`config.mk`:
```
export PLATFORM = sky130hd
export DESIGN_NAME = calc_enc_seq_flat
export DESIGN_NICKNAME = d
export VERILOG_FILES = /design/src/rtl/calc_enc_seq_pkg.sv /design/src/rtl/calc_enc_seq_if.sv /design/src/rtl/calc_enc_seq_btn_debounce.sv /design/src/rtl/calc_enc_seq.sv /design/src/flat_wrapper.sv
export SDC_FILE = /design/constraint.sdc
export NUM_CORES = 1
export LEC_CHECK = 0
export CORE_UTILIZATION = 54
export CTS_CLUSTER_DIAMETER = 120
export DETAILED_ROUTE_END_ITERATION = 10
export GPL_ROUTABILITY_DRIVEN = 0
export PLACE_DENSITY_LB_ADDON = 0.1
export SLEW_MARGIN = 20
export SYNTH_ARGS = -nofsm -noshare
export SYNTH_HDL_FRONTEND = slang
export SYNTH_SLANG_ARGS = --single-unit
```
`constraint.sdc`:
```
create_clock -name clk -period 1.7 [get_ports clk]
set_clock_uncertainty 0.1 [all_clocks]
set_input_delay 0.17 -clock clk [delete_from_list [all_inputs] [get_ports clk]]
set_output_delay 0.17 -clock clk [all_outputs]
set_load 0.03 [all_outputs]
```
`src/rtl/calc_enc_seq_pkg.sv`:
```
// Shared calculator definitions: ALU opcode width, button indices and the
// button-combination to opcode encoding.
package calc_pkg;

  localparam int unsigned ALU_OP_W = 4;
  typedef logic [ALU_OP_W-1:0] alu_op_t;

  localparam int unsigned BTN_D = 3;
  localparam int unsigned BTN_L = 2;
  localparam int unsigned BTN_C = 1;
  localparam int unsigned BTN_R = 0;

  localparam alu_op_t OP_NONE = 4'b0000;
  localparam alu_op_t OP_R    = 4'b0001;
  localparam alu_op_t OP_C    = 4'b0010;
  localparam alu_op_t OP_CR   = 4'b0110;
  localparam alu_op_t OP_L    = 4'b0100;
  localparam alu_op_t OP_LR   = 4'b1001;
  localparam alu_op_t OP_LC   = 4'b1010;
  localparam alu_op_t OP_LCR  = 4'b0101;

  function automatic alu_op_t encode_op(input logic [2:0] lcr);
    alu_op_t op;
    unique case (lcr)
      3'b000:  op = OP_NONE;
      3'b001:  op = OP_R;
      3'b010:  op = OP_C;
      3'b011:  op = OP_CR;
      3'b100:  op = OP_L;
      3'b101:  op = OP_LR;
      3'b110:  op = OP_LC;
      default: op = OP_LCR;
    endcase
    return op;
  endfunction

endpackage

```
`src/rtl/calc_enc_seq_if.sv`:
```
// Button / opcode bundle between the board buttons and the calculator encoder.
interface calc_enc_seq_if
  import calc_pkg::*;
();

  logic      btnc;
  logic      btnl;
  logic      btnr;
  logic      btnd;
  alu_op_t   alu_op;
  logic      op_valid;
  logic [3:0] btn_stable;

  modport master (
    output btnc, btnl, btnr, btnd,
    input  alu_op, op_valid, btn_stable
  );

  modport slave (
    input  btnc, btnl, btnr, btnd,
    output alu_op, op_valid, btn_stable
  );

endinterface

```
`src/rtl/calc_enc_seq_btn_debounce.sv`:
```
// Two-flop synchroniser followed by a stability counter; the output level only
// changes after DEBOUNCE_CYCLES consecutive cycles of disagreement.
module btn_debounce #(
  parameter int unsigned DEBOUNCE_CYCLES = 16
) (
  input  logic clk,
  input  logic reset,
  input  logic btn_in,
  output logic btn_out
);

  localparam int unsigned CNT_W = $clog2(DEBOUNCE_CYCLES + 1);
  localparam logic [CNT_W-1:0] CNT_LAST = CNT_W'(DEBOUNCE_CYCLES - 1);

  logic [1:0]       sync;
  logic [CNT_W-1:0] cnt;
  logic             stable;

  always_ff @(posedge clk) begin
    if (reset) begin
      sync   <= '0;
      cnt    <= '0;
      stable <= 1'b0;
    end else begin
      sync <= {sync[0], btn_in};
      // any cycle of agreement restarts the count, rejecting short glitches
      if (sync[1] == stable) begin
        cnt <= '0;
      end else if (cnt == CNT_LAST) begin
        stable <= ~stable;
        cnt    <= '0;
      end else begin
        cnt <= cnt + CNT_W'(1);
      end
    end
  end

  assign btn_out = stable;

endmodule

```
`src/rtl/calc_enc_seq.sv`:
```
// Debounces the four calculator buttons and encodes {l,c,r} into an ALU opcode,
// either committed on a down-button press or tracked continuously.
module calc_enc_seq
  import calc_pkg::*;
#(
  parameter int unsigned DEBOUNCE_CYCLES = 16,
  parameter bit          COMMIT_MODE     = 1'b1
) (
  input  logic           clk,
  input  logic           reset,
  calc_enc_seq_if.slave  bus
);

  logic [3:0] raw;
  logic [3:0] stable;
  logic       btnd_prev;
  logic       commit;
  alu_op_t    lcr_op;
  alu_op_t    op_q, op_d;
  logic       valid_q, valid_d;

  assign raw = {bus.btnd, bus.btnl, bus.btnc, bus.btnr};

  for (genvar i = 0; i < 4; i++) begin : g_db
    btn_debounce #(.DEBOUNCE_CYCLES(DEBOUNCE_CYCLES)) u_db (
      .clk     (clk),
      .reset   (reset),
      .btn_in  (raw[i]),
      .btn_out (stable[i])
    );
  end

  always_comb begin
    lcr_op  = encode_op({stable[BTN_L], stable[BTN_C], stable[BTN_R]});
    commit  = stable[BTN_D] & ~btnd_prev;
    op_d    = op_q;
    valid_d = commit;
    if (!COMMIT_MODE || commit) begin
      op_d = lcr_op;
    end
  end

  always_ff @(posedge clk) begin
    if (reset) begin
      btnd_prev <= 1'b0;
      op_q      <= '0;
      valid_q   <= 1'b0;
    end else begin
      btnd_prev <= stable[BTN_D];
      op_q      <= op_d;
      valid_q   <= valid_d;
    end
  end

  assign bus.alu_op     = op_q;
  assign bus.op_valid   = valid_q;
  assign bus.btn_stable = stable;

endmodule

```
`src/flat_wrapper.sv`:
```
// flat-port wrapper written by rule: the top's interface ports become plain ports
module calc_enc_seq_flat import calc_pkg::*;
#(
  parameter int unsigned DEBOUNCE_CYCLES = 16,
  parameter bit          COMMIT_MODE     = 1'b1
)
  (clk, reset, bus_btnc, bus_btnl, bus_btnr, bus_btnd, bus_alu_op, bus_op_valid, bus_btn_stable);
  calc_enc_seq_if bus_i ();
  input  logic clk;
  input  logic reset;
  input wire logic [$bits(bus_i.btnc)-1:0] bus_btnc;
  input wire logic [$bits(bus_i.btnl)-1:0] bus_btnl;
  input wire logic [$bits(bus_i.btnr)-1:0] bus_btnr;
  input wire logic [$bits(bus_i.btnd)-1:0] bus_btnd;
  output wire logic [$bits(bus_i.alu_op)-1:0] bus_alu_op;
  output wire logic [$bits(bus_i.op_valid)-1:0] bus_op_valid;
  output wire logic [$bits(bus_i.btn_stable)-1:0] bus_btn_stable;
  assign bus_i.btnc = bus_btnc;
  assign bus_i.btnl = bus_btnl;
  assign bus_i.btnr = bus_btnr;
  assign bus_i.btnd = bus_btnd;
  assign bus_alu_op = bus_i.alu_op;
  assign bus_op_valid = bus_i.op_valid;
  assign bus_btn_stable = bus_i.btn_stable;
  calc_enc_seq #(.DEBOUNCE_CYCLES(DEBOUNCE_CYCLES), .COMMIT_MODE(COMMIT_MODE)) u_core (.clk(clk), .reset(reset), .bus(bus_i));
endmodule
```
==> run_results.csv <==
group,metric,value,unit
status,status,"finished clean",
global_routing,grt_pass1_wl,3.35,mm
worst_setup_path,crit_required,1430,ps
finish,utilization,0.671,
detailed_routing,dr.pass1.iters,4,
finish,synthToLayoutAreaGrowth,16.5,%
worst_setup_path,crit_path_start_kind,"flop",
cts,clockRootBuffer,"clkbuf_4",
worst_setup_path,rrSetupSlack,100,ps
synth,synthesis.area,1430,um^2
worst_hold_path,hp-start,"bus_btnl",
cts,ctsLongestPathBuffers,2,
worst_setup_path,crit_type,"flop to output pin",
cts,clk-insertion-delay-late,330,ps
finish,fin_nets,173,
timing,rsz0062_at_grt,"no",
global_routing,grt_max_degree,12,
flow_run,drv_cap,0,
worst_hold_path,hold_depth,2,
floorplanning,die_w,53.4,um
timing,slew_viol_final,0,
finish,drive_above_1_share,0.125,
floorplanning,initial_utilization,0.576,
worst_setup_path,endpoint_kind,"output pin",
global_routing,overflow,0,
timing,report.final.hold_viol_count,0,
global_routing,grt_pass1_vias,801,
timing,slew_headroom,0.796,
cts,cts_made_buffers,5,
finish,fillCellCount,205,
worst_setup_path,cp_num_buf_inv,1,
floorplanning,die_y,53.4,um
floorplanning,boundaryPins,15,
global_routing,grt_use_total,0.171,
power,ir_drop,812,uV
cts,cts_setup_buffers,0,
worst_hold_path,hold_class,"input port to flop",
synth,syn-num-nets,156,
floorplanning,die_area,2850,um^2
timing,timing.final.crit_share,0.955,
worst_setup_path,cp_cell_sequence,"clkdlybuf4s50_1",
worst_setup_path,rr_startpoint,"u_core.g_db[1].u_db.cnt[0]",
global_routing,antenna_found_initial,0,
cts,cts_tree,"built",
timing,tns,0,ps
worst_setup_path,reg2reg_depth,5,
synth,avgSynthCellArea,10.1,um^2
worst_setup_path,cp_data_arrival_time,1350,ps
placed_design,placed_cells,182,
placed_design,io_buffers,14,
cts,ctsHoldBuffers,0,
worst_setup_path,cpPeakStageDelay,670,ps
worst_setup_path,r2r-end,"u_core.g_db[1].u_db.cnt[4]",
synth,syn_inst,142,
placed_design,dp_slack,48.4,ps
synth,synth_warnings,0,
timing,fin_ws,77.3,ps
power,power,1.51,mW
cts,cts-htree-levels,2,
power,powerDensity,907,nW/um^2
detailed_routing,wl_per_cell,10.1,um
synth,ys_seq_area_frac,0.533,
finish,final_cells,190,
floorplanning,rows,18,
timing,setup_viol,0,
worst_hold_path,worstHoldEndpoint,"u_core.g_db[2].u_db.sync[0]",
synth,ys_ff_latch,38,
power,p_leak,0.645,nW
placed_design,place.detailed.hpwl,1.47,mm
worst_setup_path,slowest_stage,"clkdlybuf4s50_1",
worst_setup_path,crit_family,"buffers and inverters",
cts,cts.sinks,38,
timing,tightestPinTransition,305,ps
floorplanning,coreArea,2480,um^2
detailed_routing,drt_iter0_markers,10,
timing,period_needed,1620,ps
detailed_routing,ant_nets,0,
detailed_routing,avgViaCountPerCell,4.76,
finish,antenna_cells,0,
worst_setup_path,crit_fanout,2,
detailed_routing,finalWirelength,1.93,mm
detailed_routing,via_count,905,
cts,clk_pin_slew,110,ps
synth,synth_cell_types,20,
detailed_routing,post-route-drc-count,0,
timing,max_freq,616,MHz
## synth_stat cells
cell      number  area share
dfxtp_1       38        0.53
nand3_1        7       0.025
nand2_1        4       0.011
ha_1           8       0.070
a21oi_1        3       0.011
clkbuf_2       1      0.0035
nor3_1         1      0.0035
nor2b_1       10       0.044
mux2i_1        4       0.028
and3_1         4       0.018
xor2_1         5       0.031
nand2b_1       2      0.0088
inv_1          8       0.021
a211oi_1       1      0.0053
xnor2_1        8       0.049
buf_2          1      0.0035
nor3b_1        1      0.0053
or3_4          4       0.032
nor2_1        26       0.068
buf_4          6       0.032
## layer usage
| metal | vias up | GRT usage | wire [um] |
|---|---|---|---|
| met1 | 401 | 0.198 | 938 |
| met3 | 5 | 0.0690 | 75 |
| met5 | - | 0 | 0 |
| li1 | 483 | - | - |
| met2 | 16 | 0.267 | 882 |
| met4 | 0 | 0.0921 | 30 |
## state kept, by name, summed over array words and instances (netlist names)
| name | cells |
|---|---|
| u_core.btnd_prev | 1 |
| u_core.bus.alu_op | 4 |
| u_core.g_db.u_db.sync | 8 |
| u_core.g_db.u_db.btn_out | 4 |
| u_core.bus.op_valid | 1 |
| u_core.g_db.u_db.cnt | 20 |
## layout make-up
class,count,area [um^2],area share
Timing Repair Buffer,18,168,0.101
Inverter,8,30.0,0.0181
Multi-Input combinational cell,88,584,0.351
Sequential cell,38,764,0.460
Tap cell,30,37.5,0.0226
Clock buffer,8,78.8,0.0474
## cells by family after synthesis
| group | Yosys count | synth area share |
|---|---|---|
| mux | 4 | 0.0280 |
| flops | 38 | 0.533 |
| fa+ha+maj | 8 | 0.0701 |
| simple gates | 59 | 0.214 |
| xor+xnor | 13 | 0.0798 |
| compound gates | 4 | 0.0158 |
| buf+inv | 16 | 0.0596 |
## cell usage in the layout, fill, tap and decap left out, types with 5 or more instances in the layout
cell type / count
clkdlybuf4s50_1: 12
nor2_1: 25
xor2_1: 5
nand3_1: 7
nor2b_1: 10
xnor2_1: 8
ha_1: 8
clkbuf_4: 5
dfxtp_1: 35
inv_1: 8
## how the worst max path moves through the flow
stage | start | to | slack (ps) | depth (start not counted)
4_1_cts | u_core.g_db[0].u_db.cnt[0] | u_core.g_db[0].u_db.cnt[0] | 20 | 5
5_1_grt | u_core.g_db[1].u_db.cnt[0] | u_core.g_db[1].u_db.cnt[3] | 1 | 5
3_3_place_gp | u_core.g_db[2].u_db.cnt[0] | u_core.g_db[2].u_db.cnt[3] | 100 | 5
3_5_place_dp | u_core.g_db[0].u_db.cnt[0] | u_core.g_db[0].u_db.cnt[0] | 50 | 5
6_report | u_core.bus.alu_op[2] | bus_alu_op[2] | 80 | 1
2_1_floorplan | u_core.g_db[2].u_db.cnt[0] | u_core.g_db[2].u_db.cnt[2] | 150 | 5
## where the power goes
part	total [mW]	internal, mW	leakage, nW	switching [mW]
registers	0.907	0.902	0.309	0.00556
logic	0.0415	0.0249	0.291	0.0167
clock network	0.559	0.283	0.0446	0.277
total	1.51	1.21	0.645	0.299
## repair_timing
item | in CTS | in global routing
gates resized for setup | 2 | 4
endpoints found under the setup margin | 2 | 13
pin swaps | 0 | 4
## stage by stage
stage | hold WS (ps) | instance area (um^2)
global route | 261 | 1660
CTS | 267 | 1660
detailed placement | 327 | 1580
floorplan | 198 | 1430
global placement | 317 | 1580
finish | 278 | 1660
(Power assumes the default switching activity.)
